<file path="src/rtl/xor_diff_acc_if.sv">
// rtl/xor_diff_acc_if.sv - XOR-word input stream and frame-total output handshake bundle
interface xor_diff_acc_if #(
    parameter int N     = 4,
    parameter int SUM_W = 6
);
    logic             in_vld;
    logic             in_rdy;
    logic [N-1:0]     in_data;
    logic             out_vld;
    logic             out_rdy;
    logic [SUM_W-1:0] out_sum;
    logic             out_ovf;

    modport master (
        output in_vld, in_data, out_rdy,
        input  in_rdy, out_vld, out_sum, out_ovf
    );

    modport slave (
        input  in_vld, in_data, out_rdy,
        output in_rdy, out_vld, out_sum, out_ovf
    );
endinterface

</file>
<file path="src/rtl/xor_diff_acc.sv">
// rtl/xor_diff_acc.sv - per-frame saturating Hamming-distance accumulator (optional XOR_DIFF_THRESH_EN alarm)
module xor_diff_acc #(
    parameter int N         = 4,
    parameter int FRAME_LEN = 8,
    parameter int SUM_W     = 6
`ifdef XOR_DIFF_THRESH_EN
    ,
    parameter logic [SUM_W-1:0] THRESH = 2
`endif
) (
    input  logic clk,
    input  logic rstn,
    input  logic clr,
    output logic busy,
`ifdef XOR_DIFF_THRESH_EN
    output logic out_alarm,
`endif
    xor_diff_acc_if.slave bus
);
    typedef enum logic [1:0] {IDLE, ACC, HOLD} state_t;

    localparam logic [SUM_W-1:0] SUM_MAX = {SUM_W{1'b1}};
    localparam logic [SUM_W:0]   TOT_MAX = {1'b0, SUM_MAX};
    localparam logic [7:0]       LAST    = 8'(FRAME_LEN - 1);

    state_t           state, state_nx;
    logic [7:0]       cnt, cnt_nx;
    logic [SUM_W-1:0] sum, sum_nx;
    logic             ovf, ovf_nx;
    logic             vld, vld_nx;
    logic [N-1:0]     data_m;
    logic [SUM_W:0]   pc, base, tot;
    logic             accept, sat;

    // Mask the word when not valid so undriven data can never reach the adder.
    assign data_m = bus.in_vld ? bus.in_data : '0;

    always_comb begin
        pc = '0;
        for (int i = 0; i < N; i++) begin
            pc = pc + (SUM_W+1)'(data_m[i]);
        end
    end

    assign bus.in_rdy = (state != HOLD);
    assign accept     = bus.in_vld & bus.in_rdy;
    assign base       = (state == IDLE) ? '0 : {1'b0, sum};
    assign tot        = base + pc;
    assign sat        = (tot > TOT_MAX);

    always_comb begin
        state_nx = state;
        cnt_nx   = cnt;
        sum_nx   = sum;
        ovf_nx   = ovf;
        case (state)
            IDLE: begin
                if (accept) begin
                    sum_nx   = sat ? SUM_MAX : tot[SUM_W-1:0];
                    ovf_nx   = sat;
                    cnt_nx   = 8'd1;
                    state_nx = (FRAME_LEN == 1) ? HOLD : ACC;
                end
            end
            ACC: begin
                if (accept) begin
                    sum_nx = sat ? SUM_MAX : tot[SUM_W-1:0];
                    ovf_nx = ovf | sat;
                    cnt_nx = cnt + 8'd1;
                    if (cnt == LAST) state_nx = HOLD;
                end
            end
            HOLD: begin
                if (bus.out_rdy) begin
                    state_nx = IDLE;
                    sum_nx   = '0;
                    cnt_nx   = '0;
                    ovf_nx   = 1'b0;
                end
            end
            default: state_nx = IDLE;
        endcase
        // Abort wins over any accept or handoff in the same cycle.
        if (clr) begin
            state_nx = IDLE;
            sum_nx   = '0;
            cnt_nx   = '0;
            ovf_nx   = 1'b0;
        end
        vld_nx = (state_nx == HOLD);
    end

`ifdef XOR_DIFF_THRESH_EN
    logic alarm, alarm_nx;

    // sum/ovf are frozen in HOLD, so re-evaluating each cycle keeps the alarm stable.
    assign alarm_nx  = vld_nx & (ovf_nx | (sum_nx > THRESH));
    assign out_alarm = alarm;

    always_ff @(posedge clk or negedge rstn) begin
        if (!rstn) alarm <= 1'b0;
        else       alarm <= alarm_nx;
    end
`endif

    always_ff @(posedge clk or negedge rstn) begin
        if (!rstn) begin
            state <= IDLE;
            cnt   <= '0;
            sum   <= '0;
            ovf   <= 1'b0;
            vld   <= 1'b0;
        end else begin
            state <= state_nx;
            cnt   <= cnt_nx;
            sum   <= sum_nx;
            ovf   <= ovf_nx;
            vld   <= vld_nx;
        end
    end

    assign bus.out_vld = vld;
    assign bus.out_sum = sum;
    assign bus.out_ovf = ovf;
    assign busy        = (state != IDLE);
endmodule
</file>
<file path="src/flat_wrapper.sv">
// flat-port wrapper written by rule: the top's interface ports become plain ports
module xor_diff_acc_flat 
#(
    parameter int N         = 4,
    parameter int FRAME_LEN = 8,
    parameter int SUM_W     = 6

)
  (clk, rstn, clr, busy, bus_in_vld, bus_in_data, bus_out_rdy, bus_in_rdy, bus_out_vld, bus_out_sum, bus_out_ovf);
  xor_diff_acc_if #(.N(N), .SUM_W(SUM_W)) bus_i ();
  input  logic clk;
  input  logic rstn;
  input  logic clr;
  output logic busy;
  input wire logic [$bits(bus_i.in_vld)-1:0] bus_in_vld;
  input wire logic [$bits(bus_i.in_data)-1:0] bus_in_data;
  input wire logic [$bits(bus_i.out_rdy)-1:0] bus_out_rdy;
  output wire logic [$bits(bus_i.in_rdy)-1:0] bus_in_rdy;
  output wire logic [$bits(bus_i.out_vld)-1:0] bus_out_vld;
  output wire logic [$bits(bus_i.out_sum)-1:0] bus_out_sum;
  output wire logic [$bits(bus_i.out_ovf)-1:0] bus_out_ovf;
  assign bus_i.in_vld = bus_in_vld;
  assign bus_i.in_data = bus_in_data;
  assign bus_i.out_rdy = bus_out_rdy;
  assign bus_in_rdy = bus_i.in_rdy;
  assign bus_out_vld = bus_i.out_vld;
  assign bus_out_sum = bus_i.out_sum;
  assign bus_out_ovf = bus_i.out_ovf;
  xor_diff_acc #(.N(N), .FRAME_LEN(FRAME_LEN), .SUM_W(SUM_W)) u_core (.clk(clk), .rstn(rstn), .clr(clr), .busy(busy), .bus(bus_i));
endmodule
</file>
<file path="config.mk">
export PLATFORM = sky130hd
export DESIGN_NAME = xor_diff_acc_flat
export DESIGN_NICKNAME = d
export VERILOG_FILES = /design/src/rtl/xor_diff_acc_if.sv /design/src/rtl/xor_diff_acc.sv /design/src/flat_wrapper.sv
export SDC_FILE = /design/constraint.sdc
export NUM_CORES = 1
export LEC_CHECK = 0
export BUFFER_PORTS_ARGS = -buffer_cell sky130_fd_sc_hd__buf_4
export CAP_MARGIN = 20
export CORE_MARGIN = 10
export CORE_UTILIZATION = 50
export DETAILED_ROUTE_END_ITERATION = 8
export PLACE_DENSITY = 0.85
export REMOVE_ABC_BUFFERS = 1
export SETUP_SLACK_MARGIN = 0.05
export SYNTH_ARGS = -nofsm -noshare
export SYNTH_HDL_FRONTEND = slang
export SYNTH_SLANG_ARGS = --single-unit
</file>
<file path="constraint.sdc">
create_clock -name clk -period 2.9 [get_ports clk]
set_clock_uncertainty 0.1 [all_clocks]
set_input_delay 0.145 -clock clk [delete_from_list [all_inputs] [get_ports clk]]
set_output_delay 0.145 -clock clk [all_outputs]
set_load 0.05 [all_outputs]
</file>
======== Yosys cells after proc, flatten, opt, wreduce, memory -nomap -nowiden ========
Index checks and enable logic that the tools add are counted.
word-level totals
  register bits ........................... 18
  bits of input ports ..................... 9
operators by class
  reductions and logical operators ........ 7
  bitwise gates (word level) .............. 2
  $lt $le $gt $ge ......................... 1
  equality and inequality tests ........... 9
  multiplexer cells ....................... 23
  add/subtract/negate cells ............... 5
operator list
  kind                                                            number
  2-to-1 mux 8 bit                                                4
  2-to-1 mux 6 bit                                                5
  one-hot mux 8 bit (3 select lines)                              1
  adder 7 x 1 -> 7 bit                                            2
  one-hot mux 6 bit (2 select lines)                              1
  2-to-1 mux 2 bit                                                5
  adder 8 x 1 -> 8 bit (second input constant)                    1
  equality test 8 x 3 -> 1 bit (second input constant)            1
  adder 7 bit                                                     1
  greater-than comparator 7 x 6 -> 1 bit (second input constant)  1
  inequality test 3 x 2 -> 1 bit (second input constant)          2
  one-hot mux 2 bit (3 select lines)                              1
  equality test 2 bit (second input constant)                     2
  2-to-1 mux 1 bit                                                4
  2-to-1 mux 4 bit                                                1
  AND reduction 4 bit                                             1
  nonzero test 4 bit                                              1
  inequality test 3 x 1 -> 1 bit (second input constant)          1
  inequality test 3 bit (second input constant)                   1
  one-hot mux 1 bit (3 select lines)                              1
  AND reduction 3 bit                                             1
  nonzero test 3 bit                                              1
  adder 1 x 1 -> 2 bit                                            1
  equality test 2 x 1 -> 1 bit (second input constant)            1
  6 further kinds                                                 6

======== Longest topological paths before layout ========
Gate-level depths: netlist (run 1).
  word-level depth ........................ 10
  mapped depth ............................ 12

======== Worst setup path before layout (run 1) ========
Ideal clock, no wire load.
  kind .................................... register to register
  from .................................... reg u_core.state[0]
  to ...................................... reg u_core.ovf, in the netlist u_core.bus.out_ovf
  path slack .............................. -0.130 ns
  cell stages (with the launch flop) ...... 13
  path buffers ............................ 0
  data required time ...................... 2.678 ns
  clock period less this slack ............ 3.030 ns
  arrival ................................. 2.807 ns
  cell sequence ........................... dfrtp_1 -> inv_1 -> ha_1 -> inv_2 -> nand2_1 -> fa_1 -> inv_1 -> ha_1 -> fa_1 -> a21oi_1 -> o21ai_0 -> a21oi_1 -> o21ai_1
on the way
  cells in the longest elaborated chain, start to end .. 8
ends and longest elaborated chain
  item                                    line                                    text
  start, declared                         xor_diff_acc.sv:26                      state_t state, state_nx;
  start signal, assigned                  xor_diff_acc.sv:114                     state <= state_nx;
  logical NOT 2 bit                       xor_diff_acc.sv:47, xor_diff_acc.sv:56
  2-to-1 mux 6 bit                        xor_diff_acc.sv:47                      assign base = (state == IDLE) ? '0 : {1'b0, sum};
  adder 7 bit                             xor_diff_acc.sv:48                      assign tot = base + pc;
  greater-than comparator 7 x 6 -> 1 bit  xor_diff_acc.sv:49                      assign sat = (tot > TOT_MAX);
  OR 1 bit                                xor_diff_acc.sv:68                      ovf_nx = ovf | sat;
  2-to-1 mux 1 bit                        xor_diff_acc.sv:66                      if (accept) begin
  one-hot mux 1 bit (3 select lines)      xor_diff_acc.sv:56                      case (state)
  2-to-1 mux 1 bit                        xor_diff_acc.sv:84                      if (clr) begin
  end signal, assigned                    xor_diff_acc.sv:117                     ovf <= ovf_nx;
  end, declared                           xor_diff_acc.sv:29                      logic ovf, ovf_nx;
Parallel ways exist; a longest one is shown, timed or not. The select of a mux whose other input is x is not followed.
A chain may end at the register's enable or synchronous reset.

======== Final worst setup path (run 1) ========
  from .................................... reg u_core.state[1]
  to ...................................... reg u_core.ovf, in the netlist u_core.bus.out_ovf
Same word-level chain as after synthesis.

==> flow_metrics.env, run 1 <==
export IMPL_status="complete, no violations"
export IMPL_stdcell_count=200
export IMPL_chipHeight_microns=70.8
export IMPL_clkSinkCount=18
export IMPL_final_report_setup_violation_count=0
export IMPL_grt_first_pass_wirelength_microns=5190
export IMPL_grtUsageMet2_pct=20.2
export IMPL_cts_root_buf="sky130_fd_sc_hd__clkbuf_4"
export IMPL_slowest_cell_on_the_critical_path="sky130_fd_sc_hd__fa_1"
export IMPL_met3_usage_pct=3.21
export IMPL_count_of_unresolved_drc_violations_after_routing=0
export IMPL_worst_min_delay_path_class="input port to async pin"
export IMPL_seq_power_share_pct=52.4
export IMPL_final_setup_tns_ns=0
export IMPL_yosysWarnings=0
export IMPL_path_delay_family="adder cells"
export IMPL_area_growth_synth_to_final_pct=18.4
export IMPL_worst_setup_path_end_kind="flop"
export IMPL_layout_nets=193
export IMPL_hold_viol=0
export IMPL_number_of_placed_i_o_pins=19
export IMPL_cts_inserted_buffers=3
export IMPL_clk_transition_reported_paths_ns=0.09
export IMPL_clock_latency_ns=0.29
export IMPL_globalRouteOverflowTotal=0
export IMPL_antenna_found_initial=0
export IMPL_largest_net_degree_at_the_start_of_global_routing=19
export IMPL_routed_wire_length_per_instance_microns=15.2
export IMPL_layout_min_cycle_time_ns=2.71
export IMPL_maxCapViolations=0
export IMPL_timing_critical_path_from_type="flop"
export IMPL_grt_setup_unrepaired="false"
export IMPL_yosysSeqAreaShare_pct=34.9
export IMPL_cp_slowest_stage_delay_ns=0.50
export IMPL_die_area_sq_um=5020
export IMPL_timing_fmax_mhz=369
export IMPL_gr_usage_all_layers_pct=12.1
export IMPL_dominant_cell_type_by_count_on_the_critical_path="sky130_fd_sc_hd__inv_2"
export IMPL_critPathBufInv=3
export IMPL_floorplan_die_width_microns=70.8
export IMPL_first_global_vias=1155
export IMPL_drt_first_pass_iters=5
export IMPL_power_leakage_nw=0.714
export IMPL_min_period_over_period_pct=93.4
export IMPL_yosys_most_used_dff="sky130_fd_sc_hd__dfrtp_1"
export IMPL_critical_path_arrival_ns=2.80
export IMPL_post_synth_inst_count=146
export IMPL_crit_path_cell_trace="inv_2, ha_2, inv_2, nand2_1, fa_1, inv_1, ha_1, fa_2, a21oi_4, o21ai_0, a21oi_1, o21ai_1"
export IMPL_cts_htree_levels=1
export IMPL_globalplace_congestion=0.793
export IMPL_combPwrFrac_pct=23.4
export IMPL_number_of_buffers_on_the_longest_clock_path=2
export IMPL_relSlewSlack_pct=62.2
export IMPL_power_switching_uw=148
export IMPL_cts_tree="done"
export IMPL_design_core_area_sq_um=2480
export IMPL_drive_above_1_share_pct=22.4
export IMPL_timing_worst_setup_path_type="flop to flop"
export IMPL_number_of_port_buffers=18
export IMPL_grt_busiest_layer="met2"
export IMPL_antenna_cells_inserted=0
export IMPL_worst_slew_pin_slew_ns=0.566
export IMPL_drt_iter0_markers=67
export IMPL_share_clk_of_total_power_pct=24.1
export IMPL_drt_wl_total_microns=3030
export IMPL_yosys_cell_types_count=41
export IMPL_synth_async_sr_flop_share_pct=100
export IMPL_worst_path_max_fanout=5
export IMPL_worst_endpoint_required_ns=2.99
export IMPL_synth_seq_cells=18
export IMPL_p_per_area_nw_per_um2=327
export IMPL_vias_per_cell=5.92
export IMPL_mean_syn_cell_area_sq_um=8.84
export IMPL_vdd_ir_drop_worst_mv=0.268
export IMPL_placed_wire_length_estimate_after_detailed_placement_microns=2400
export IMPL_post_place_cells=193
export IMPL_synth_edff_count=0
export IMPL_syn_area_sq_um=1290
export IMPL_initial_core_util_pct=52.1
export IMPL_grt_use_met1_pct=14.4
export IMPL_swShare_pct=29.7
export IMPL_finalMaxSlewViolations=0
export IMPL_rows=18
export IMPL_internal_power_uw=351
export IMPL_detail_route_antenna_nets=0
export IMPL_number_of_vias_in_the_routed_layout=1183
## stage by stage
step	util [%]	total power, mW	instance area, sq um	setup WS, ns	hold WS (ns)
global route	61.7	0.535	1530	0.0452	0.141
detailed placement	58.3	0.381	1450	-0.0497	-0.0698
floorplan	-	0.335	1250	-0.130	-0.251
global placement	58.3	0.377	1450	0.0454	-0.0738
finish	61.7	0.499	1530	0.190	0.152
CTS	60.2	0.504	1490	0.0600	0.150
## power groups by stage
stage,registers (mW),clock network [mW],logic [mW]
5_1_grt,0.263,0.143,0.130
4_1_cts,0.262,0.125,0.117
2_1_floorplan,0.277,0,0.0581
3_3_place_gp,0.266,0,0.110
6_report,0.262,0.121,0.117
3_5_place_dp,0.267,0,0.114
## cell type report
type	instances	area (sq um)
fillers	229	948
multi-input cells	116	796
flip-flops and latches	18	450
repair buffers	25	193
well taps	30	37.5
inverters	8	30.0
clock buffers	3	22.5
## state kept, by name, summed over array words and instances (netlist names)
register,cells
u_core.state,2
u_core.bus.out_ovf,1
u_core.bus.out_sum,6
u_core.cnt,8
u_core.bus.out_vld,1
## cell usage in the layout (no fill, tap or decap), drive strengths merged, types with 2 or more instances in the layout
cell type	instances
or2	2
clkbuf	3
buf	23
nand3b	2
fa	2
o21ai	19
a21o	3
nand2	18
and2	4
inv	8
a21oi	8
and3	3
nor2b	5
ha	10
a31oi	2
dlygate4sd3	2
o31ai	3
nand2b	2
nor2	8
and4bb	2
nand3	7
dfrtp	18
nor3	2
## worst reg2reg max path, cell delays in order, from the launching register on
cell and delay (ns):
sky130_fd_sc_hd__dfrtp_1 0.41, sky130_fd_sc_hd__inv_2 0.07, sky130_fd_sc_hd__ha_2 0.18, sky130_fd_sc_hd__inv_2 0.07, sky130_fd_sc_hd__nand2_1 0.07, sky130_fd_sc_hd__fa_1 0.50
sky130_fd_sc_hd__inv_1 0.04, sky130_fd_sc_hd__ha_1 0.22, sky130_fd_sc_hd__fa_2 0.42, sky130_fd_sc_hd__a21oi_4 0.22, sky130_fd_sc_hd__o21ai_0 0.10, sky130_fd_sc_hd__a21oi_1 0.15
sky130_fd_sc_hd__o21ai_1 0.07
## cells in the mapped netlist, types with 2 or more instances
cell type                  count  share of area, %
sky130_fd_sc_hd__a21o_1        3               1.7
sky130_fd_sc_hd__inv_1         7               2.0
sky130_fd_sc_hd__fa_1          2               3.1
sky130_fd_sc_hd__nand3_1       7               2.7
sky130_fd_sc_hd__a21oi_1       8               3.1
sky130_fd_sc_hd__or2_1         2              0.97
sky130_fd_sc_hd__nor3_1        2              0.78
sky130_fd_sc_hd__o31ai_1       3               1.7
sky130_fd_sc_hd__ha_1         10               9.7
sky130_fd_sc_hd__o21ai_0      13               5.0
sky130_fd_sc_hd__a31oi_1       2              0.97
sky130_fd_sc_hd__nor2b_1       5               2.4
sky130_fd_sc_hd__and3_1        2              0.97
sky130_fd_sc_hd__dfrtp_1      18                35
sky130_fd_sc_hd__o21ai_1       6               2.3
sky130_fd_sc_hd__buf_6         3               2.6
sky130_fd_sc_hd__nor2_1        8               2.3
sky130_fd_sc_hd__nand3b_1      2               1.2
sky130_fd_sc_hd__and2_1        4               1.9
sky130_fd_sc_hd__nand2_1      18               5.2
## metal layers
layer	vias to the layer above	share of wire, %
met4	0	1.3
met1	553	43
met3	7	6.7
met2	48	49
met5	-	0
li1	575	-
## final timing paths
check	startpoint	endpoint	slack (ns)	cells after the start
setup / recovery	u_core.state[1]$_DFF_PN0_	u_core.bus.out_ovf$_DFFE_PN0P_	0.19	12
hold / removal	rstn	u_core.cnt[0]$_DFFE_PN0P_	0.15	2
setup reg to reg	u_core.state[1]$_DFF_PN0_	u_core.bus.out_ovf$_DFFE_PN0P_	0.19	12
hold reg to reg	u_core.bus.out_ovf$_DFFE_PN0P_	u_core.bus.out_ovf$_DFFE_PN0P_	0.42	2
max in group asynchronous	rstn	u_core.state[0]$_DFF_PN0_	2.36	2
min in group clk	bus_out_rdy	u_core.state[1]$_DFF_PN0_	0.16	3
## cell families after synthesis
family | after synthesis | share of synthesized area, %
AOI/OAI and AO/OA | 42 | 20.3
xor gates and xnor gates | 1 | 0.678
adders and majority gates | 12 | 12.8
buffers and inverters | 12 | 5.52
DFF | 18 | 34.9
and+or+nand+nor | 61 | 25.9
## timing repair
action,4_1_cts,5_1_grt
hold buffers,2,0
gates resized for setup,1,6
hold endpoints to repair,20,0
gates cloned,0,0
setup endpoints to repair,6,7
buffers inserted,0,2
pin swaps,1,3
Power figures use the tool's default switching activity.
==> run 2: changes to the inputs <==
--- a/config.mk
+++ b/config.mk
@@ -7,8 +7,9 @@
 export LEC_CHECK = 0
 export BUFFER_PORTS_ARGS = -buffer_cell sky130_fd_sc_hd__buf_4
 export CAP_MARGIN = 20
-export CORE_MARGIN = 10
+export CORE_MARGIN = 1.5
 export CORE_UTILIZATION = 50
+export CTS_CLUSTER_DIAMETER = 200
 export DETAILED_ROUTE_END_ITERATION = 8
 export PLACE_DENSITY = 0.85
 export REMOVE_ABC_BUFFERS = 1
==> run 2 against run 1 <==
Critical path depth did not move. Via count fell by 0.93%. First-iteration DRC count fell by 66%. Non-clock buffer count rose by 1. Critical path type unchanged.
==> flow_metrics.env, run 2 (same netlist as run 1, synthesis figures left out) <==
export IMPL_status="complete, no violations"
export IMPL_final_setup_tns_ns=0
export IMPL_slowest_cell_on_the_critical_path="sky130_fd_sc_hd__fa_1"
export IMPL_critical_path_cell_count=12
export IMPL_grt_first_pass_wirelength_microns=5040
export IMPL_gr_usage_all_layers_pct=23.8
export IMPL_clkSinkCount=18
export IMPL_power_leakage_nw=0.728
export IMPL_maxCapViolations=0
export IMPL_initial_core_util_pct=52.6
export IMPL_timing_startpoint_of_the_critical_path="u_core.state[1]$_DFF_PN0_"
export IMPL_relSlewSlack_pct=73.7
export IMPL_critical_path_arrival_ns=2.81
export IMPL_number_of_vias_in_the_routed_layout=1172
export IMPL_most_common_layout_cells="sky130_fd_sc_hd__buf_4, sky130_fd_sc_hd__nand2_1, sky130_fd_sc_hd__dfrtp_1"
export IMPL_antenna_cells_inserted=0
export IMPL_post_place_ws_ns=-0.0656
export IMPL_worst_endpoint_required_ns=2.99
export IMPL_path_delay_family="adder cells"
export IMPL_timing_reg2reg_setup_slack_ns=0.18
export IMPL_design_core_area_sq_um=2450
export IMPL_number_of_port_buffers=18
export IMPL_layout_nets=194
export IMPL_grt_setup_unrepaired="false"
export IMPL_vias_per_cell=5.80
export IMPL_worst_path_max_fanout=5
export IMPL_worst_slew_pin_slew_ns=0.394
export IMPL_clock_latency_ns=0.30
export IMPL_cts_inserted_buffers=3
export IMPL_cts_root_buf="sky130_fd_sc_hd__clkbuf_4"
export IMPL_rows=18
export IMPL_cp_slowest_stage_delay_ns=0.50
export IMPL_detailed_place_area_sq_um=1450
export IMPL_timing_worst_setup_path_type="flop to flop"
export IMPL_routed_wire_length_per_instance_microns=14.1
export IMPL_finalWorstSetupSlack_ns=0.179
export IMPL_finished_layout_cell_area_sq_um=1550
export IMPL_worst_min_delay_path_class="input port to flop"
export IMPL_drt_wl_total_microns=2840
export IMPL_p_per_area_nw_per_um2=347
export IMPL_placed_wire_length_estimate_after_detailed_placement_microns=2180
export IMPL_largest_register="u_core.cnt"
export IMPL_cts_htree_levels=1
export IMPL_detail_route_antenna_nets=0
export IMPL_globalplace_congestion=0.919
export IMPL_post_place_cells=194
export IMPL_finalMaxSlewViolations=0
export IMPL_final_core_utilization_pct=62.9
export IMPL_count_of_unresolved_drc_violations_after_routing=0
export IMPL_drive_above_1_share_pct=21.5
export IMPL_number_of_buffers_on_the_longest_clock_path=2
export IMPL_worst_setup_path_end_kind="flop"
export IMPL_worst_reg2reg_path_depth=12
export IMPL_holdWs_ns=0.131
export IMPL_timing_fmax_mhz=368
export IMPL_cts_tree="done"
export IMPL_total_power_uw=537
export IMPL_floorplan_die_width_microns=53.8
export IMPL_largest_net_degree_at_the_start_of_global_routing=19
export IMPL_chipHeight_microns=53.8
export IMPL_die_area_sq_um=2900
export IMPL_critical_path_endpoint="u_core.bus.out_sum[3]$_DFFE_PN0P_"
export IMPL_most_common_cell_after_layout_fill_and_taps_aside="sky130_fd_sc_hd__buf_4"
export IMPL_timing_rr_end="u_core.bus.out_sum[3]$_DFFE_PN0P_"
export IMPL_number_of_placed_i_o_pins=19
export IMPL_area_growth_synth_to_final_pct=19.7
export IMPL_antenna_found_initial=0
export IMPL_clk_transition_reported_paths_ns=0.10
export IMPL_globalRouteOverflowTotal=0
export IMPL_layout_min_cycle_time_ns=2.72
export IMPL_final_report_setup_violation_count=0
export IMPL_hold_viol=0
export IMPL_r2r_start="u_core.state[1]$_DFF_PN0_"
export IMPL_timing_critical_path_from_type="flop"
export IMPL_stdcell_count=202
export IMPL_first_global_vias=1212
export IMPL_critPathBufInv=3
export IMPL_largest_register_ff_count=8
export IMPL_drt_first_pass_iters=4
export IMPL_drt_iter0_markers=23
export IMPL_crit_path_cell_trace="inv_1, ha_1, inv_2, nand2_1, fa_1, inv_1, ha_1, fa_2, a21oi_4, nor2_1, a21oi_1, o22ai_1"
export IMPL_vdd_ir_drop_worst_mv=0.310
export IMPL_min_period_over_period_pct=93.8
==> run 2: report_power, final <==
part           switching (mW)  total [mW]  internal [mW]
combinational          0.0706       0.118         0.0477
clock                  0.0800       0.157         0.0767
sequential            0.00491       0.262          0.257
total                   0.155       0.537          0.381
==> run 2: how the worst min path moves through the flow <==
| stage | startpoint | to | depth (start not counted) |
|---|---|---|---|
| 2_1_floorplan | rstn | u_core.bus.out_ovf$_DFFE_PN0P_ | 0 |
| 3_3_place_gp | rstn | u_core.cnt[1]$_DFFE_PN0P_ | 1 |
| 3_5_place_dp | rstn | u_core.cnt[1]$_DFFE_PN0P_ | 1 |
| 4_1_cts | bus_out_rdy | u_core.state[1]$_DFF_PN0_ | 3 |
| 5_1_grt | bus_out_rdy | u_core.state[1]$_DFF_PN0_ | 3 |
| 6_report | bus_out_rdy | u_core.state[1]$_DFF_PN0_ | 3 |
==> run 2: cell type report <==
type                    count  area [sq um]
repair buffers             26           200
well taps                  30          37.5
clock buffers               4          36.3
multi-input cells         116           791
flip-flops and latches     18           450
inverters                   8          30.0
fillers                   211           910
==> run 2: tightest hold or removal path: cells and delay by family <==
family | cells | cell delay, ns
buffers and inverters | 1 | 0.09
AO/OA/AOI/OAI | 2 | 0.26
==> run 2: routing by layer <==
layer	GRT usage, %	vias to the layer above	wire length, microns
li1	-	576	-
met1	27.8	556	1180
met2	42.3	35	1440
met3	3.06	5	169
met4	12.4	0	52
met5	0	-	0
==> run 2: timing repair <==
item,in CTS,in global routing
endpoints found under the setup margin,6,7
resized for setup,1,3
endpoints found under the hold margin,20,0
pin swaps,1,0
setup buffers,1,1
hold buffers,2,0
cloned,0,0
